**config.mk**
```make
export PLATFORM = sky130hd
export DESIGN_NAME = modulo_varredura_mux
export DESIGN_NICKNAME = d
export VERILOG_FILES = /design/src/rtl/modulo_varredura_mux_pkg.sv /design/src/rtl/modulo_contador_janela.sv /design/src/rtl/modulo_varredura_mux.sv
export SDC_FILE = /design/constraint.sdc
export NUM_CORES = 1
export LEC_CHECK = 0
export ABC_CLOCK_PERIOD_IN_PS = 3420
export BUFFER_PORTS_ARGS = -buffer_cell sky130_fd_sc_hd__buf_2
export CORE_AREA = 2 2 39 41
export CTS_CLUSTER_SIZE = 8
export DETAILED_ROUTE_END_ITERATION = 8
export DIE_AREA = 0 0 41 43
export PLACE_DENSITY = 0.68
export SYNTH_ARGS = -nofsm -noshare
export SYNTH_HDL_FRONTEND = slang
export SYNTH_SLANG_ARGS = --single-unit
```
**constraint.sdc**
```tcl
create_clock -name clk -period 3.42 [get_ports clk]
set_input_delay 0.342 -clock clk [delete_from_list [all_inputs] [get_ports clk]]
set_output_delay 0.342 -clock clk [all_outputs]
set_load 0.02 [all_outputs]
```
**src/rtl/modulo_varredura_mux_pkg.sv**
```systemverilog
// Shared constants, FSM state encoding and channel-to-bit mapping for the
// modulo_varredura_mux scan controller.
package modulo_varredura_mux_pkg;

  localparam int unsigned SEL_W      = 2;
  localparam int unsigned N_CANAIS   = 4;
  localparam int unsigned DIV_PADRAO = 4;

  localparam logic [0:0] IDLE = 1'b0;
  localparam logic [0:0] SCAN = 1'b1;

  // The mux routes sel=00 to e[3] ... sel=11 to e[0], so the sample lands in bit 3-sel.
  function automatic logic [SEL_W-1:0] bit_canal(input logic [SEL_W-1:0] sel);
    return SEL_W'(N_CANAIS - 1) - sel;
  endfunction

endpackage

```
**src/rtl/modulo_contador_janela.sv**
```systemverilog
// Per-channel window counter: counts 0..DIV-1 while enabled, flags the last
// cycle of the window with tc and reloads to 0 instead of overflowing.
module modulo_contador_janela #(
  parameter int unsigned DIV = 4,
  localparam int unsigned CW = (DIV > 1) ? $clog2(DIV) : 1
) (
  input  logic clk,
  input  logic rst_n,
  input  logic clr,
  input  logic en,
  output logic tc
);

  logic [CW-1:0] cnt_q, cnt_d;

  assign tc = (cnt_q == CW'(DIV - 1));

  always_comb begin
    cnt_d = cnt_q;
    if (clr) begin
      cnt_d = '0;
    end else if (en) begin
      cnt_d = tc ? '0 : cnt_q + CW'(1);
    end
  end

  always_ff @(posedge clk or negedge rst_n) begin
    if (!rst_n) begin
      cnt_q <= '0;
    end else begin
      cnt_q <= cnt_d;
    end
  end

endmodule

```
**src/rtl/modulo_varredura_mux.sv**
```systemverilog
// Scan controller for modulo_mux4_1: steps sel through all four channels and
// assembles the samples into amostra. Define VARREDURA_SYNC_EN to synchronize mux_out.
module modulo_varredura_mux
  import modulo_varredura_mux_pkg::*;
#(
  parameter int unsigned DIV = DIV_PADRAO
) (
  input  logic                clk,
  input  logic                rst_n,
  input  logic                start,
  input  logic                modo_continuo,
  input  logic                mux_out,
  output logic [SEL_W-1:0]    sel,
  output logic [N_CANAIS-1:0] amostra,
  output logic                valido,
  output logic                ocupado
);

  logic dado_amostra;

`ifdef VARREDURA_SYNC_EN
  if (DIV < 3 || DIV > 256) begin : g_div_invalido
    $error("modulo_varredura_mux: DIV must be 3..256 with the synchronizer enabled");
  end

  logic [1:0] sync_q;

  always_ff @(posedge clk or negedge rst_n) begin
    if (!rst_n) begin
      sync_q <= '0;
    end else begin
      sync_q <= {sync_q[0], mux_out};
    end
  end

  assign dado_amostra = sync_q[1];
`else
  if (DIV < 2 || DIV > 256) begin : g_div_invalido
    $error("modulo_varredura_mux: DIV must be 2..256");
  end

  assign dado_amostra = mux_out;
`endif

  logic [0:0]          estado_q, estado_d;
  logic [SEL_W-1:0]    sel_q, sel_d;
  logic [N_CANAIS-1:0] shadow_q, shadow_d;
  logic [N_CANAIS-1:0] amostra_q, amostra_d;
  logic                valido_q, valido_d;
  logic                fim_janela;

  modulo_contador_janela #(
    .DIV (DIV)
  ) u_contador (
    .clk   (clk),
    .rst_n (rst_n),
    .clr   (estado_q == IDLE),
    .en    (estado_q == SCAN),
    .tc    (fim_janela)
  );

  always_comb begin
    estado_d  = estado_q;
    sel_d     = sel_q;
    shadow_d  = shadow_q;
    amostra_d = amostra_q;
    valido_d  = 1'b0;
    case (estado_q)
      IDLE: begin
        if (start) begin
          estado_d = SCAN;
          sel_d    = '0;
        end
      end
      SCAN: begin
        if (fim_janela) begin
          shadow_d[bit_canal(sel_q)] = dado_amostra;
          sel_d                      = sel_q + SEL_W'(1);
          if (sel_q == SEL_W'(N_CANAIS - 1)) begin
            // Last channel goes straight to amostra; shadow bit 0 is not yet visible.
            amostra_d = {shadow_q[N_CANAIS-1:1], dado_amostra};
            valido_d  = 1'b1;
            sel_d     = '0;
            if (!modo_continuo) begin
              estado_d = IDLE;
            end
          end
        end
      end
      default: estado_d = IDLE;
    endcase
  end

  always_ff @(posedge clk or negedge rst_n) begin
    if (!rst_n) begin
      estado_q  <= IDLE;
      sel_q     <= '0;
      shadow_q  <= '0;
      amostra_q <= '0;
      valido_q  <= 1'b0;
    end else begin
      estado_q  <= estado_d;
      sel_q     <= sel_d;
      shadow_q  <= shadow_d;
      amostra_q <= amostra_d;
      valido_q  <= valido_d;
    end
  end

  assign sel     = sel_q;
  assign amostra = amostra_q;
  assign valido  = valido_q;
  assign ocupado = (estado_q == SCAN);

endmodule

```
After elaboration in Yosys (flattened, before gate mapping)
Cells that the tools add are included.

Add/subtract/negate cells: 3. Magnitude comparators: 2. Equal/unequal tests: 4. Mux-type cells: 17. Bitwise gates (word level): 1. Reductions and logical operators: 4.

Operators with widths (count): 2-to-1 mux 2 bit (5); 2-to-1 mux 1 bit (8); adder 2 x 1 -> 2 bit, second input constant (2); bitwise mux 4 bit (1); == test 2 bit, second input constant (2); one-hot mux 2 bit (2 select lines) (1); AND reduction 2 bit (2); < comparator 2 x 3 -> 1 bit, second input constant (1); AND reduction 3 bit (1); demux 1 bit (select 2 bit) (1); greater-or-equal comparator 2 x 1 -> 1 bit, second input constant (1); != test 2 x 1 -> 1 bit, second input constant (1); != test 2 bit, second input constant (1); one-hot mux 1 bit (2 select lines) (1); subtractor 2 bit, first input constant (1); logical AND 1 bit (1); NOT 1 bit (1).

Bits in registers: 14. Input bits: 5. Output and inout port bits: 8. Logic and storage cells: 37.

Logic depth before layout (Yosys ltp)
Word-level depth: 6. Mapped depth: 5. Depth with buffers taken out: 5.

Modules after synthesis
From an unflattened synthesis, not the netlist that was laid out.

Cell total of the unflattened synthesis: 50. Area total of the unflattened synthesis: 650.6 um2.

Modules (own cells, without submodules): modulo_varredura_mux (times used 1, cells an instance 42, area an instance 550.5 um2, seq. area each 275.3 um2); modulo_contador_janela (times used 1, cells an instance 8, area an instance 100.1 um2, seq. area each 50.0 um2).

Worst setup path after synthesis
No wires, ideal clock.

Path type: register -> register. Start point: reg sel_q[0], in the netlist sel[0]. End point: reg sel_q[1], in the netlist sel[1]. Library setup time: 0.124 ns. Arrival: 1.249 ns. Required time: 3.296 ns. Slack: 2.047 ns. Cell stages (with the launch flop): 6. Path buffers: 0. Clock period less this slack: 1.373 ns. Cell sequence: dfrtp_1 -> inv_1 -> ha_1 -> mux2_2 -> nand2_1 -> o31ai_1.

Longest elaborated chain between the ends: 4. Elaborated cells on any way between the ends: 5. Classes of those cells: add/sub (1); eq/ne (1); mux (3).

RTL lines: start: declaration (RTL line modulo_varredura_mux.sv:46) `logic [SEL_W-1:0] sel_q, sel_d;`; start signal: assignment (RTL line modulo_varredura_mux.sv:103) `sel_q <= sel_d;`; adder 2 x 1 -> 2 bit or == test 2 bit (tied branches) (RTL line modulo_varredura_mux.sv:78, modulo_varredura_mux.sv:79); 2-to-1 mux 2 bit * (RTL line modulo_varredura_mux.sv:79) `if (sel_q == SEL_W'(N_CANAIS - 1)) begin`; 2-to-1 mux 2 bit * (RTL line modulo_varredura_mux.sv:76) `if (fim_janela) begin`; one-hot mux 2 bit (2 select lines) * (RTL line modulo_varredura_mux.sv:68) `case (estado_q)`.

Mark *: on every way between the ends. The rest lies on a longest branch, timed or not. The select of a mux whose other input is x is not followed. A chain may end at the register's enable or synchronous reset.

Worst setup path in the final report
Start point: reg estado_q, in the netlist ocupado. End point: out ocupado.

RTL lines: start: declaration (RTL line modulo_varredura_mux.sv:45) `logic [0:0] estado_q, estado_d;`; start signal: assignment (RTL line modulo_varredura_mux.sv:102) `estado_q <= estado_d;`; end: declaration (RTL line modulo_varredura_mux.sv:16) `output logic ocupado`.

No word-level cell between the ends.

==> results.md <==
* Outcome: finished, final reports clean
* Maximum vdd ir drop at 471 uV
* CTS tree: yes
* Via-to-Cell Ratio at slightly below 5
* LEAKAGE at ~0.35 nW
* Largest family of logic cells by synthesized area: multiplexers
* Global-route wire length before repair at 1470 um
* Post-Place Cell Area at 667 um2
* Top-count cell post-synth: dfrtp_1
* DRC Markers at 0
* CP bufs+invs at 1
* Crit end category: output port
* Setup Skew at 0.00532 ns
* Ports at 13
* Share of the synthesized area in the top cell type at between 50 and 60%
* Total power at ~630 uW
* Worst relative slew slack at 77.3%
* Hold WS at 0.248 ns
* Final Max Slew Viols at 0
* Synth Area in Compound Gates at 5.26%
* Area leader, netlist: dfrtp_1
* Antenna violations before repair at 0
* Busiest grt layer: met1
* Synth Flop Type: dfrtp_1
* Htree depth at 1
* WL per Instance at 11.8 um
* Min cycle time layout at about 1.4 ns
* Tot GR Track Use at 12.5%
* Sequential share of the synthesized area at 54.7%
* Mux cell area share after synthesis at 15.2%
* Routed wire length at ~900 um
* Vias in the first global route at 350
* Post-Synth XOR/XNOR Area at 0%
* First-pass detailed-route iteration total at 3
* Largest fanout on the critical path at 12
* Met1 usage at 18.5%
* Area of the multi-input gates at 246 um2
* CTS resizes at 0
* Iter 0 DRT Violations at 11
* #FFs+latches synth at 13
* Fraction of layout cells with a size suffix above 1 at 41.0%
* Top Family by Delay on Critical Path: flip-flops
* CP Data Required Time at 3.08 ns
* Port buffer count at 12
* Final count of hold timing violations at 0
* Antenna-violating nets left at 0
* Pin count of the biggest net entering global routing at 14
* Top post-synthesis cells by area: dfrtp_1, mux2_2, ha_1
* Via Count at about 380
* Fill cells at 127
* Cell Rows at 14
* MaxCap Viol Count at 0
* Slew @ Worst Pin at 0.340 ns
* Critical path launch point type: flop
* Clock Path Buffers at 2
* CP arrival at between 1 and 1.5 ns
* Finished Cell Area at 704 um2
* Die height at 43 um
* Peak Freq at 721 MHz
* Die width at between 40 and 50 um
* Inserted Diodes at 0
* Clock Latency Late Sink at 0.27 ns
* Period utilization at 40.5%
* Hold Path Class: primary input to flop
* Syn Area/Cell at between 10 and 15 um2
* Syn nets at 56
* Register area at 325 um2
* Post-synth cell types at 15
* CP cell instances: buf_2
* Root Driver: clkbuf_4
* Asr flop ratio synth at between 90% and 100%
* Ys Warns at 0
* Initial core utilization at 42.9%
* Post-synth EDFFs at 0
* Synthesized-area fraction occupied by adder cells at 12.6%
* Worst path max stage delay at 0.55 ns
* Mapped cell area at 594 um2
* Fin Setup TNS at 0 ns
* Final nets at 73
* Post-DP HPWL at 683 um
* Met3 Track Usage GR at about 3.1%
* Cells after Synth at 45
* M2 GR Usage at 15.6%
* Post-synthesis simple-gate area fraction at 8.42%
* Grt ovf at 0
* Worst Path Class, Setup: flop to output port
* Core area at 1380 um2
* GPL Wtd Cong at slightly above 0.7
* Reg clk slew, reported paths at 0.08 ns
* RSZ-0062 raised after global routing: no
* Worst path slowest cell: dfrtp_1
* Area delta synth->final at 18.5%
* Power per Cell Area at ~900 nW/um2
* Number of buffers created by CTS at 3
* Synth top cells by count: dfrtp_1, mux2_2, ha_1
* Final setup viols at 0
* Clock Sinks at 13
* Area of the die at 1760 um2
[per-stage QoR]
stage / setup WS, ns / utilization, % / instances
after global placement: 2.07 / 48.2 / 72
final: 2.03 / 50.9 / 77
after detailed placement: 2.05 / 48.2 / 72
after CTS: 2.02 / 50.9 / 77
after floorplan: 2.05 / - / 45
after global routing: 1.94 / 50.9 / 77
[what timing repair did]
item,in CTS,in global routing
hold endpoints to repair,13,0
endpoints found under the setup margin,0,0
buffers inserted,0,0
hold buffers,1,0
[report_power, final]
part           switching [mW]  internal, mW
Sequential             0.0476         0.224
Clock                  0.0476        0.0433
Combinational           0.138         0.131
[state kept, by name, indices dropped and copies added, names as in the netlist]
signal / count
amostra: 4
shadow_q: 3
valido: 1
u_contador.cnt_q: 2
sel: 2
ocupado: 1
[placed cells by master, fill, tap and decap left out, drive strengths merged]
| cell | count |
|---|---|
| dfrtp | 13 |
| buf | 12 |
| mux2 | 8 |
| ha | 6 |
| inv | 4 |
| nand3 | 4 |
| clkbuf | 3 |
| nor3b | 1 |
| and2 | 1 |
| nor2 | 1 |
| a41oi | 1 |
| or3b | 1 |
| o21ai | 1 |
| a22o | 1 |
| nand2 | 1 |
| o31ai | 1 |
| clkinv | 1 |
| dlygate4sd3 | 1 |
[worst paths after layout]
check	startpoint	to	slack (ns)	cells past startpoint
worst min-delay path	start	sel[1]	0.25	2
worst max-delay path	ocupado	ocupado	2.03	1
worst min register to register	u_contador.cnt_q[0]	u_contador.cnt_q[0]	0.48	1
worst max register to register	sel[0]	amostra[0]	2.05	3
min in group asynchronous	rst_n	amostra[3]	0.47	2
max in group asynchronous	rst_n	ocupado	2.73	2
[kinds of logic (layout without fill, tap and decap cells)]
kind of cell | count (synthesis) | count (layout)
fa+ha+maj | 6 | 6
compound gates | 4 | 4
mux | 8 | 8
flops | 13 | 13
simple gates | 9 | 9
buf+inv | 5 | 21
[final cells by class]
type	instances	share of cell area [%]
flip-flops and latches	13	46.2
inverters	4	2.13
multi-input cells	27	35.0
repair buffers	13	9.95
well taps	16	2.84
clock buffers	3	3.20
clock inverters	1	0.710
[worst reg2reg max path, cell delays in order (launching register included)]
cell     delay [ns]
dfrtp_1        0.44
ha_1           0.25
nand3_1        0.20
mux2_2         0.36
[per-layer routing]
layer,vias up,wire length (um)
li1,190,-
met1,175,436
met2,11,408
met3,2,56
met4,0,4
met5,-,0
(Power assumes the default switching activity.)
